$ cat src/rtl/ipsxe_floating_point_output_encode_v1_0_if.sv
// Bus between the fl2fl input-decode stage and the output-encode back end.
// The slave side is the encoder; the master side is the decode stage (or a bench).
interface ipsxe_floating_point_output_encode_v1_0_if #(
  parameter int unsigned FLOAT_IN_EXP   = 8,
  parameter int unsigned FLOAT_IN_FRAC  = 24,
  parameter int unsigned FLOAT_OUT_EXP  = 11,
  parameter int unsigned FLOAT_OUT_FRAC = 53
) ();

  localparam int unsigned OUT_W = FLOAT_OUT_EXP + FLOAT_OUT_FRAC;

  logic                     i_valid;
  logic                     i_sign;
  logic [FLOAT_IN_EXP-1:0]  i_exp;
  logic [FLOAT_IN_FRAC-2:0] i_frac;
  logic [1:0]               i_case_judge;
  logic                     i_overflow;
  logic                     i_underflow;

  logic                     o_valid;
  logic [OUT_W-1:0]         o_data;
  logic                     o_overflow;
  logic                     o_underflow;
  logic                     o_inexact;

  modport master (
    output i_valid, i_sign, i_exp, i_frac, i_case_judge, i_overflow, i_underflow,
    input  o_valid, o_data, o_overflow, o_underflow, o_inexact
  );

  modport slave (
    input  i_valid, i_sign, i_exp, i_frac, i_case_judge, i_overflow, i_underflow,
    output o_valid, o_data, o_overflow, o_underflow, o_inexact
  );

endinterface

$ cat src/rtl/ipsxe_floating_point_output_encode_v1_0.sv
// Float-to-float conversion back end: special-case substitution, exponent rebias,
// RNE rounding when narrowing, and rounding carry, in a two-stage valid pipeline.
module ipsxe_floating_point_output_encode_v1_0 #(
  parameter int unsigned FLOAT_IN_EXP   = 8,
  parameter int unsigned FLOAT_IN_FRAC  = 24,
  parameter int unsigned FLOAT_OUT_EXP  = 11,
  parameter int unsigned FLOAT_OUT_FRAC = 53
) (
  input  logic i_aclk,
  input  logic i_areset,
  input  logic i_aclken,
  ipsxe_floating_point_output_encode_v1_0_if.slave bus
);

  localparam int unsigned IN_F     = FLOAT_IN_FRAC - 1;
  localparam int unsigned OUT_F    = FLOAT_OUT_FRAC - 1;
  localparam int unsigned EXP_W    = ((FLOAT_IN_EXP > FLOAT_OUT_EXP) ? FLOAT_IN_EXP : FLOAT_OUT_EXP) + 2;
  localparam int unsigned BIAS_IN  = (1 << (FLOAT_IN_EXP - 1)) - 1;
  localparam int unsigned BIAS_OUT = (1 << (FLOAT_OUT_EXP - 1)) - 1;
  localparam int unsigned MAG_W    = FLOAT_OUT_EXP + OUT_F;
  localparam int unsigned OUT_W    = FLOAT_OUT_EXP + FLOAT_OUT_FRAC;

  // Stage-1 pipeline registers
  logic                     s1_valid;
  logic                     s1_sign;
  logic [FLOAT_OUT_EXP-1:0] s1_exp;
  logic [OUT_F-1:0]         s1_frac;
  logic                     s1_inc;
  logic                     s1_inex;
  logic                     s1_norm;

  // Stage-1 next values
  logic                     sign_d;
  logic [FLOAT_OUT_EXP-1:0] exp_d;
  logic [OUT_F-1:0]         frac_d;
  logic                     inc_d;
  logic                     inex_d;
  logic                     norm_d;

  logic [FLOAT_OUT_EXP-1:0] exp_norm;
  logic [OUT_F-1:0]         frac_cvt;
  logic                     round_up;
  logic                     inexact_cvt;

  // Stage-2 combinational results
  logic [MAG_W-1:0]         mag_sum;
  logic                     rnd_ovf;
  logic                     ovf_d;
  logic                     unf_d;
  logic [OUT_W-1:0]         data_d;

  // Rebias in a width wide enough that the intermediate sum never wraps
  assign exp_norm = FLOAT_OUT_EXP'(EXP_W'(bus.i_exp) + EXP_W'(BIAS_OUT) - EXP_W'(BIAS_IN));

  // Fraction alignment: zero-pad when widening, keep top bits and derive RNE when narrowing
  if (OUT_F > IN_F) begin : g_widen
    assign frac_cvt    = {bus.i_frac, {(OUT_F - IN_F){1'b0}}};
    assign round_up    = 1'b0;
    assign inexact_cvt = 1'b0;
  end else if (OUT_F == IN_F) begin : g_same
    assign frac_cvt    = bus.i_frac;
    assign round_up    = 1'b0;
    assign inexact_cvt = 1'b0;
  end else begin : g_narrow
    localparam int unsigned DROP = IN_F - OUT_F;
    logic guard;
    logic sticky;

    assign frac_cvt = bus.i_frac[IN_F-1 -: OUT_F];
    assign guard    = bus.i_frac[DROP-1];

    if (DROP > 1) begin : g_sticky
      assign sticky = |bus.i_frac[DROP-2:0];
    end else begin : g_no_sticky
      assign sticky = 1'b0;
    end

    assign round_up    = guard & (sticky | frac_cvt[0]);
    assign inexact_cvt = guard | sticky;
  end

  // Stage-1 selection: NaN beats flush beats the normal conversion
  always_comb begin
    sign_d = bus.i_sign;
    exp_d  = exp_norm;
    frac_d = frac_cvt;
    inc_d  = round_up;
    inex_d = inexact_cvt;
    norm_d = 1'b1;
    if (bus.i_case_judge[1]) begin
      sign_d = 1'b0;
      exp_d  = '1;
      frac_d = {1'b1, {(OUT_F - 1){1'b0}}};
      inc_d  = 1'b0;
      inex_d = 1'b0;
      norm_d = 1'b0;
    end else if (bus.i_case_judge[0]) begin
      exp_d  = bus.i_exp[FLOAT_IN_EXP-1] ? '1 : '0;
      frac_d = '0;
      inc_d  = 1'b0;
      inex_d = 1'b0;
      norm_d = 1'b0;
    end
  end

  // Rounding carry ripples from the fraction into the exponent
  assign mag_sum = {s1_exp, s1_frac} + MAG_W'(s1_inc);
  assign rnd_ovf = s1_norm & (&mag_sum[MAG_W-1 -: FLOAT_OUT_EXP]);
  assign ovf_d   = bus.i_overflow | rnd_ovf;
  assign unf_d   = bus.i_underflow;

  always_comb begin
    data_d = {s1_sign, mag_sum};
    if (rnd_ovf) begin
      data_d = {s1_sign, {FLOAT_OUT_EXP{1'b1}}, {OUT_F{1'b0}}};
    end
  end

  // Stage 1: capture decoded fields
  always_ff @(posedge i_aclk or posedge i_areset) begin
    if (i_areset) begin
      s1_valid <= 1'b0;
      s1_sign  <= 1'b0;
      s1_exp   <= '0;
      s1_frac  <= '0;
      s1_inc   <= 1'b0;
      s1_inex  <= 1'b0;
      s1_norm  <= 1'b0;
    end else if (i_aclken) begin
      s1_valid <= bus.i_valid;
      if (bus.i_valid) begin
        s1_sign <= sign_d;
        s1_exp  <= exp_d;
        s1_frac <= frac_d;
        s1_inc  <= inc_d;
        s1_inex <= inex_d;
        s1_norm <= norm_d;
      end
    end
  end

  // Stage 2: result and flags load only with valid data; range flags arrive here
  always_ff @(posedge i_aclk or posedge i_areset) begin
    if (i_areset) begin
      bus.o_valid     <= 1'b0;
      bus.o_data      <= '0;
      bus.o_overflow  <= 1'b0;
      bus.o_underflow <= 1'b0;
      bus.o_inexact   <= 1'b0;
    end else if (i_aclken) begin
      bus.o_valid <= s1_valid;
      if (s1_valid) begin
        bus.o_data      <= data_d;
        bus.o_overflow  <= ovf_d;
        bus.o_underflow <= unf_d;
        bus.o_inexact   <= s1_inex | ovf_d | unf_d;
      end
    end
  end

endmodule

$ cat src/flat_wrapper.sv
// flat-port wrapper written by rule: the top's interface ports become plain ports
module ipsxe_floating_point_output_encode_v1_0_flat 
#(
  parameter int unsigned FLOAT_IN_EXP   = 8,
  parameter int unsigned FLOAT_IN_FRAC  = 24,
  parameter int unsigned FLOAT_OUT_EXP  = 11,
  parameter int unsigned FLOAT_OUT_FRAC = 53
)
  (i_aclk, i_areset, i_aclken, bus_i_valid, bus_i_sign, bus_i_exp, bus_i_frac, bus_i_case_judge, bus_i_overflow, bus_i_underflow, bus_o_valid, bus_o_data, bus_o_overflow, bus_o_underflow, bus_o_inexact);
  ipsxe_floating_point_output_encode_v1_0_if #(.FLOAT_IN_EXP(FLOAT_IN_EXP), .FLOAT_IN_FRAC(FLOAT_IN_FRAC), .FLOAT_OUT_EXP(FLOAT_OUT_EXP), .FLOAT_OUT_FRAC(FLOAT_OUT_FRAC)) bus_i ();
  input  logic i_aclk;
  input  logic i_areset;
  input  logic i_aclken;
  input wire logic [$bits(bus_i.i_valid)-1:0] bus_i_valid;
  input wire logic [$bits(bus_i.i_sign)-1:0] bus_i_sign;
  input wire logic [$bits(bus_i.i_exp)-1:0] bus_i_exp;
  input wire logic [$bits(bus_i.i_frac)-1:0] bus_i_frac;
  input wire logic [$bits(bus_i.i_case_judge)-1:0] bus_i_case_judge;
  input wire logic [$bits(bus_i.i_overflow)-1:0] bus_i_overflow;
  input wire logic [$bits(bus_i.i_underflow)-1:0] bus_i_underflow;
  output wire logic [$bits(bus_i.o_valid)-1:0] bus_o_valid;
  output wire logic [$bits(bus_i.o_data)-1:0] bus_o_data;
  output wire logic [$bits(bus_i.o_overflow)-1:0] bus_o_overflow;
  output wire logic [$bits(bus_i.o_underflow)-1:0] bus_o_underflow;
  output wire logic [$bits(bus_i.o_inexact)-1:0] bus_o_inexact;
  assign bus_i.i_valid = bus_i_valid;
  assign bus_i.i_sign = bus_i_sign;
  assign bus_i.i_exp = bus_i_exp;
  assign bus_i.i_frac = bus_i_frac;
  assign bus_i.i_case_judge = bus_i_case_judge;
  assign bus_i.i_overflow = bus_i_overflow;
  assign bus_i.i_underflow = bus_i_underflow;
  assign bus_o_valid = bus_i.o_valid;
  assign bus_o_data = bus_i.o_data;
  assign bus_o_overflow = bus_i.o_overflow;
  assign bus_o_underflow = bus_i.o_underflow;
  assign bus_o_inexact = bus_i.o_inexact;
  ipsxe_floating_point_output_encode_v1_0 #(.FLOAT_IN_EXP(FLOAT_IN_EXP), .FLOAT_IN_FRAC(FLOAT_IN_FRAC), .FLOAT_OUT_EXP(FLOAT_OUT_EXP), .FLOAT_OUT_FRAC(FLOAT_OUT_FRAC)) u_core (.i_aclk(i_aclk), .i_areset(i_areset), .i_aclken(i_aclken), .bus(bus_i));
endmodule
$ cat config.mk
export PLATFORM = sky130hd
export DESIGN_NAME = ipsxe_floating_point_output_encode_v1_0_flat
export DESIGN_NICKNAME = d
export VERILOG_FILES = /design/src/rtl/ipsxe_floating_point_output_encode_v1_0_if.sv /design/src/rtl/ipsxe_floating_point_output_encode_v1_0.sv /design/src/flat_wrapper.sv
export SDC_FILE = /design/constraint.sdc
export NUM_CORES = 1
export LEC_CHECK = 0
export ABC_AREA = 1
export CAP_MARGIN = 40
export CORE_MARGIN = 3
export CORE_UTILIZATION = 45
export DETAILED_ROUTE_END_ITERATION = 10
export PLACE_DENSITY_LB_ADDON = 0.1
export SYNTH_ARGS = -nofsm -noshare
export SYNTH_HDL_FRONTEND = slang
export SYNTH_SLANG_ARGS = --single-unit
$ cat constraint.sdc
create_clock -name i_aclk -period 2.9 [get_ports i_aclk]
set_clock_uncertainty 0.2 [all_clocks]
set_input_delay 0.58 -clock i_aclk [delete_from_list [all_inputs] [get_ports i_aclk]]
set_output_delay 0.58 -clock i_aclk [all_outputs]
set_load 0.02 [all_outputs]
=== After elaboration in Yosys (flattened, before gate mapping) ===
Index checks and enable logic that the tools add are counted.

* Register bits after elaboration: 134
* Bits of input ports: 40

* Add/subtract/negate cells: 2
* Mux-type cells: 9
* Bitwise logic cells: 3
* Reduce and logical (&&, ||, !) cells: 3

{| class="wikitable"
|+ Operators by type and width
! kind !! number
|-
| $mux W52 || 2
|-
| $mux W63 || 1
|-
| $mux W11 || 3
|-
| $add A8 B10 Y11 const B || 1
|-
| $reduce_and A11 Y1 || 1
|-
| $sub A11 B7 Y11 const B || 1
|-
| $reduce_and A2 Y1 || 2
|-
| $mux W1 || 3
|-
| $or A1 B1 Y1 || 2
|-
| $and A1 B1 Y1 || 1
|}

=== Longest topological paths before layout ===
* Depth in word-level cells: 4
* Gate-level depth with buffers: 6
* Depth with buffers taken out: 6

=== Worst setup path before layout ===
OpenSTA, ideal clock, no wires.

* Path type: register to output
* From: register u_core.bus.o_data[61] (netlist name)
* To: output port bus_o_data[60]
* Arrival: 0.644 ns
* Required time: 2.120 ns
* Setup slack: 1.476 ns
* Stages on the path, launching flop included: 2
* Buffers on the path: 1
* Cell sequence: dfrtp_1 -> buf_4

{| class="wikitable"
|+ RTL lines
! element !! line !! source
|-
| end: declaration || flat_wrapper.sv:22 || <nowiki>output wire logic [$bits(bus_i.o_data)-1:0] bus_o_data;</nowiki>
|}

==> key figures <==
Logic synthesis
  – Synthesized cell area: 3090 um2
  – Area contributors post-synth: dfrtp_1 (58%), nand2_1 (16%), buf_4 (8.0%)
  – #FFs+latches synth: between 70 and 80
  – Syn avg cell area: around 8.8 um2
  – Seq/Total Area, Yosys: about three fifths
  – Area leader, netlist: dfrtp_1
  – Post-synth top area share: about three fifths
  – Synth cell types: 17
  – Mapped Cells: 350
  – Synthesis warning total: 0

GRT
  – Largest net degree at the start of global routing: 41
  – Initial antenna violation count: 0
  – Total global routing overflow: 0
  – First-pass GRT wire length: around 11 mm
  – Vias in the first global route: about 2,300
  – GRT Total Usage: a little under a fifth

Die
  – Die X: just under 90 um
  – Die Ht: 88.9 um
  – Core Region: about 6500 um2
  – DIE AREA: approximately 8000 um2
  – Starting Density: 47.6%
  – I/O pin cnt: ~110
  – Site Rows: 29

Placement
  – Pre-CTS setup slack: slightly below 0.5 ns
  – Port bufs: 78
  – Hpwl dp: approximately 4.6 mm
  – Dpl cell area: around 3800 um2
  – Final GP Congestion: 0.745

Critical path
  – Startpoint Class: flop
  – Crit-path slowest cell: clkdlybuf4s50_1
  – Buffers and inverters on the worst path: 1
  – Top delay family on crit path: buffers and inverters
  – Critical-path maximum fanout: 4
  – Setup CP Type: flop to primary output
  – CP peak stage delay: between 0.6 and 0.7 ns
  – CP Data Required Time: 2.12 ns
  – Crit. End Element: primary output
  – Critical path, cell by cell: clkdlybuf4s50_1
  – Worst Path Arrival: 1.35 ns

Drt
  – DRC Markers: 0
  – DRT iter0 DRCs: between 100 and 150
  – Pre-antenna DRT Iters: 4
  – Number of vias per cell: roughly 4.9
  – Vias: 2,481
  – Wire per inst: approximately 14 um
  – Post-DRT Antenna Nets: 0
  – Drt total wl: ~7 mm

CTS
  – CTS tree: yes
  – Cts hold-fix bufs: 0
  – Num CTS Buffers: 9
  – Clk slew on worst S/H paths: 0.07 ns
  – Clk buf depth: 2
  – Clk sinks: 72
  – CTS H-tree depth: 3
  – Setup bufs post-CTS: 0
  – Root Buffer: clkbuf_8
  – Post-CTS sizing: 0
  – Clock Latency Late Sink: approximately 0.34 ns

Power and ir drop
  – Net Switching: between 0.7 and 0.8 mW
  – Register share of total power: 43.3%
  – Comb power frac: a little over a fifth
  – Leakage: ~2.1 nW
  – Max IR drop VDD: 356 uV
  – Clock Power Share: ~36%
  – Cell-internal power: 2.00 mW
  – Sw Ratio: approximately 28%
  – P per Cell Area: between 600 and 700 nW/um2

Timing
  – RSZ-0062 raised after global routing: no
  – Crit path time final: roughly 2.1 ns
  – Final WS setup: 0.772 ns
  – Final setup TNS: 0 ns
  – Hold_ws: approximately 0.28 ns
  – FMAX: about 0.47 GHz
  – Final Max Slew Viols: 0
  – Final Hold Vio Count: 0
  – Rel. slew slack: 59.6%
  – Final setup violation count: 0
  – Worst-Margin Slew: a little over 0.6 ns
  – Tcrit/Tclk final: between 70% and 80%

Run
  – Max Cap Viol: 0

Cells and area
  – P&R area growth vs syn: 32.2%
  – Number of diodes: 0
  – Share of cells above drive strength 1: approximately 6.3%
  – Final #Nets: 467
  – Post-route cell area: just over 4000 um2

Hold path
  – Hold WC Path Type: input port to asynchronous set/reset pin

Outcome
  – Status: complete, no violations
-- layout by cell type, fill, tap and decap left out --
cell,n
a21oi_1,17
a22o_1,1
a22oi_1,2
buf_12,1
buf_4,7
bufinv_16,3
clkbuf_8,11
clkdlybuf4s50_1,78
clkinv_1,1
clkinv_2,2
clkinvlp_4,1
conb_1,29
dfrtp_1,72
inv_1,11
nand2_1,132
nand2_2,1
nand3_1,46
nor2_1,10
nor2_4,1
o21ai_0,6
-- worst reg2reg max path, stage by stage (launching register included) --
cell and delay [ns]:
dfrtp_1 0.35, nand2_1 0.07, inv_1 0.40, buf_4 0.29, nand3_1 0.11, nand2_1 0.09
-- state kept, by name (all words and copies together) (netlist names) --
| signal | cells |
|---|---|
| u_core.bus.o_data | 33 |
| u_core.s1_exp | 9 |
| u_core.s1_frac | 23 |
| u_core.bus.o_valid | 1 |
| u_core.bus.o_underflow | 1 |
| u_core.s1_sign | 1 |
| u_core.bus.o_overflow | 1 |
| u_core.s1_valid | 1 |
| u_core.bus.o_inexact | 1 |
| u_core.s1_norm | 1 |
-- cell usage after synthesis --
library cell    n
a21oi_1        17
a22o_1          1
a22oi_1         2
buf_1           1
buf_2           9
buf_4          33
clkbuf_1        5
clkinv_1        1
conb_1          1
dfrtp_1        72
inv_1          12
nand2_1       132
nand2_2         1
nand3_1        46
nor2_1         10
nor2_4          1
o21ai_0         6
-- cell type report --
cell class / count / area [um2]
Multi-Input combinational cell: 245 / 1030
Inverter: 13 / 50.0
Timing Repair Buffer: 86 / 853
Fill cell: 563 / 2410
Sequential cell: 72 / 1800
Clock inverter: 5 / 103
Clock buffer: 11 / 151
Tap cell: 77 / 96.3
-- per-stage QoR --
step | instances | utilization (%) | power, mW
CTS | 509 | 62.9 | 2.79
floorplan | 378 | - | 1.55
global placement | 493 | 59.0 | 1.79
detailed placement | 493 | 59.0 | 1.79
global route | 509 | 62.9 | 2.89
finish | 509 | 62.9 | 2.76
-- worst paths after layout --
check                                                       start                                 to  slack [ns]  cells after the start
worst max-delay path            u_core.bus.o_data[61]$_DFFE_PP0P_                     bus_o_data[59]        0.77                      1
worst min-delay path                                     i_areset  u_core.bus.o_overflow$_DFFE_PP0P_        0.28                      2
worst max register to register        u_core.s1_valid$_DFFE_PP0P_  u_core.bus.o_data[49]$_DFFE_PP0P_        1.34                      5
worst min register to register  u_core.bus.o_data[42]$_DFFE_PP0P_  u_core.bus.o_data[42]$_DFFE_PP0P_        0.28                      2
max in group asynchronous                                i_areset  u_core.bus.o_data[50]$_DFFE_PP0P_        1.64                      3
min in group i_aclk             u_core.bus.o_data[42]$_DFFE_PP0P_  u_core.bus.o_data[42]$_DFFE_PP0P_        0.28                      2
-- power groups by stage --
stage                     clock (mW)  combinational [mW]  sequential (mW)
after detailed placement           0               0.583             1.21
after global placement             0               0.579             1.21
after CTS                       1.01               0.587             1.19
after global routing            1.04               0.638             1.21
after floorplan                    0               0.247             1.30
final                          0.987               0.580             1.19
-- layer usage --
metal,vias to the layer above,global-route usage (%),part of all wire (%)
li1,1201,-,-
met1,1186,26.0,44
met2,86,29.7,48
met3,8,3.45,5.9
met4,0,9.48,1.6
met5,-,0,0
-- logic make-up (layout without fill, tap and decap cells) --
kind of cell	Yosys count	count (layout)	share of synthesized area, %
other	1	29	0.121
AO/OA/AOI/OAI	26	26	4.50
flip-flops	72	72	58.3
AND/OR/NAND/NOR	190	190	25.3
buffers and inverters	61	115	11.8
Note: power is estimated with default switching activity, not from simulation.
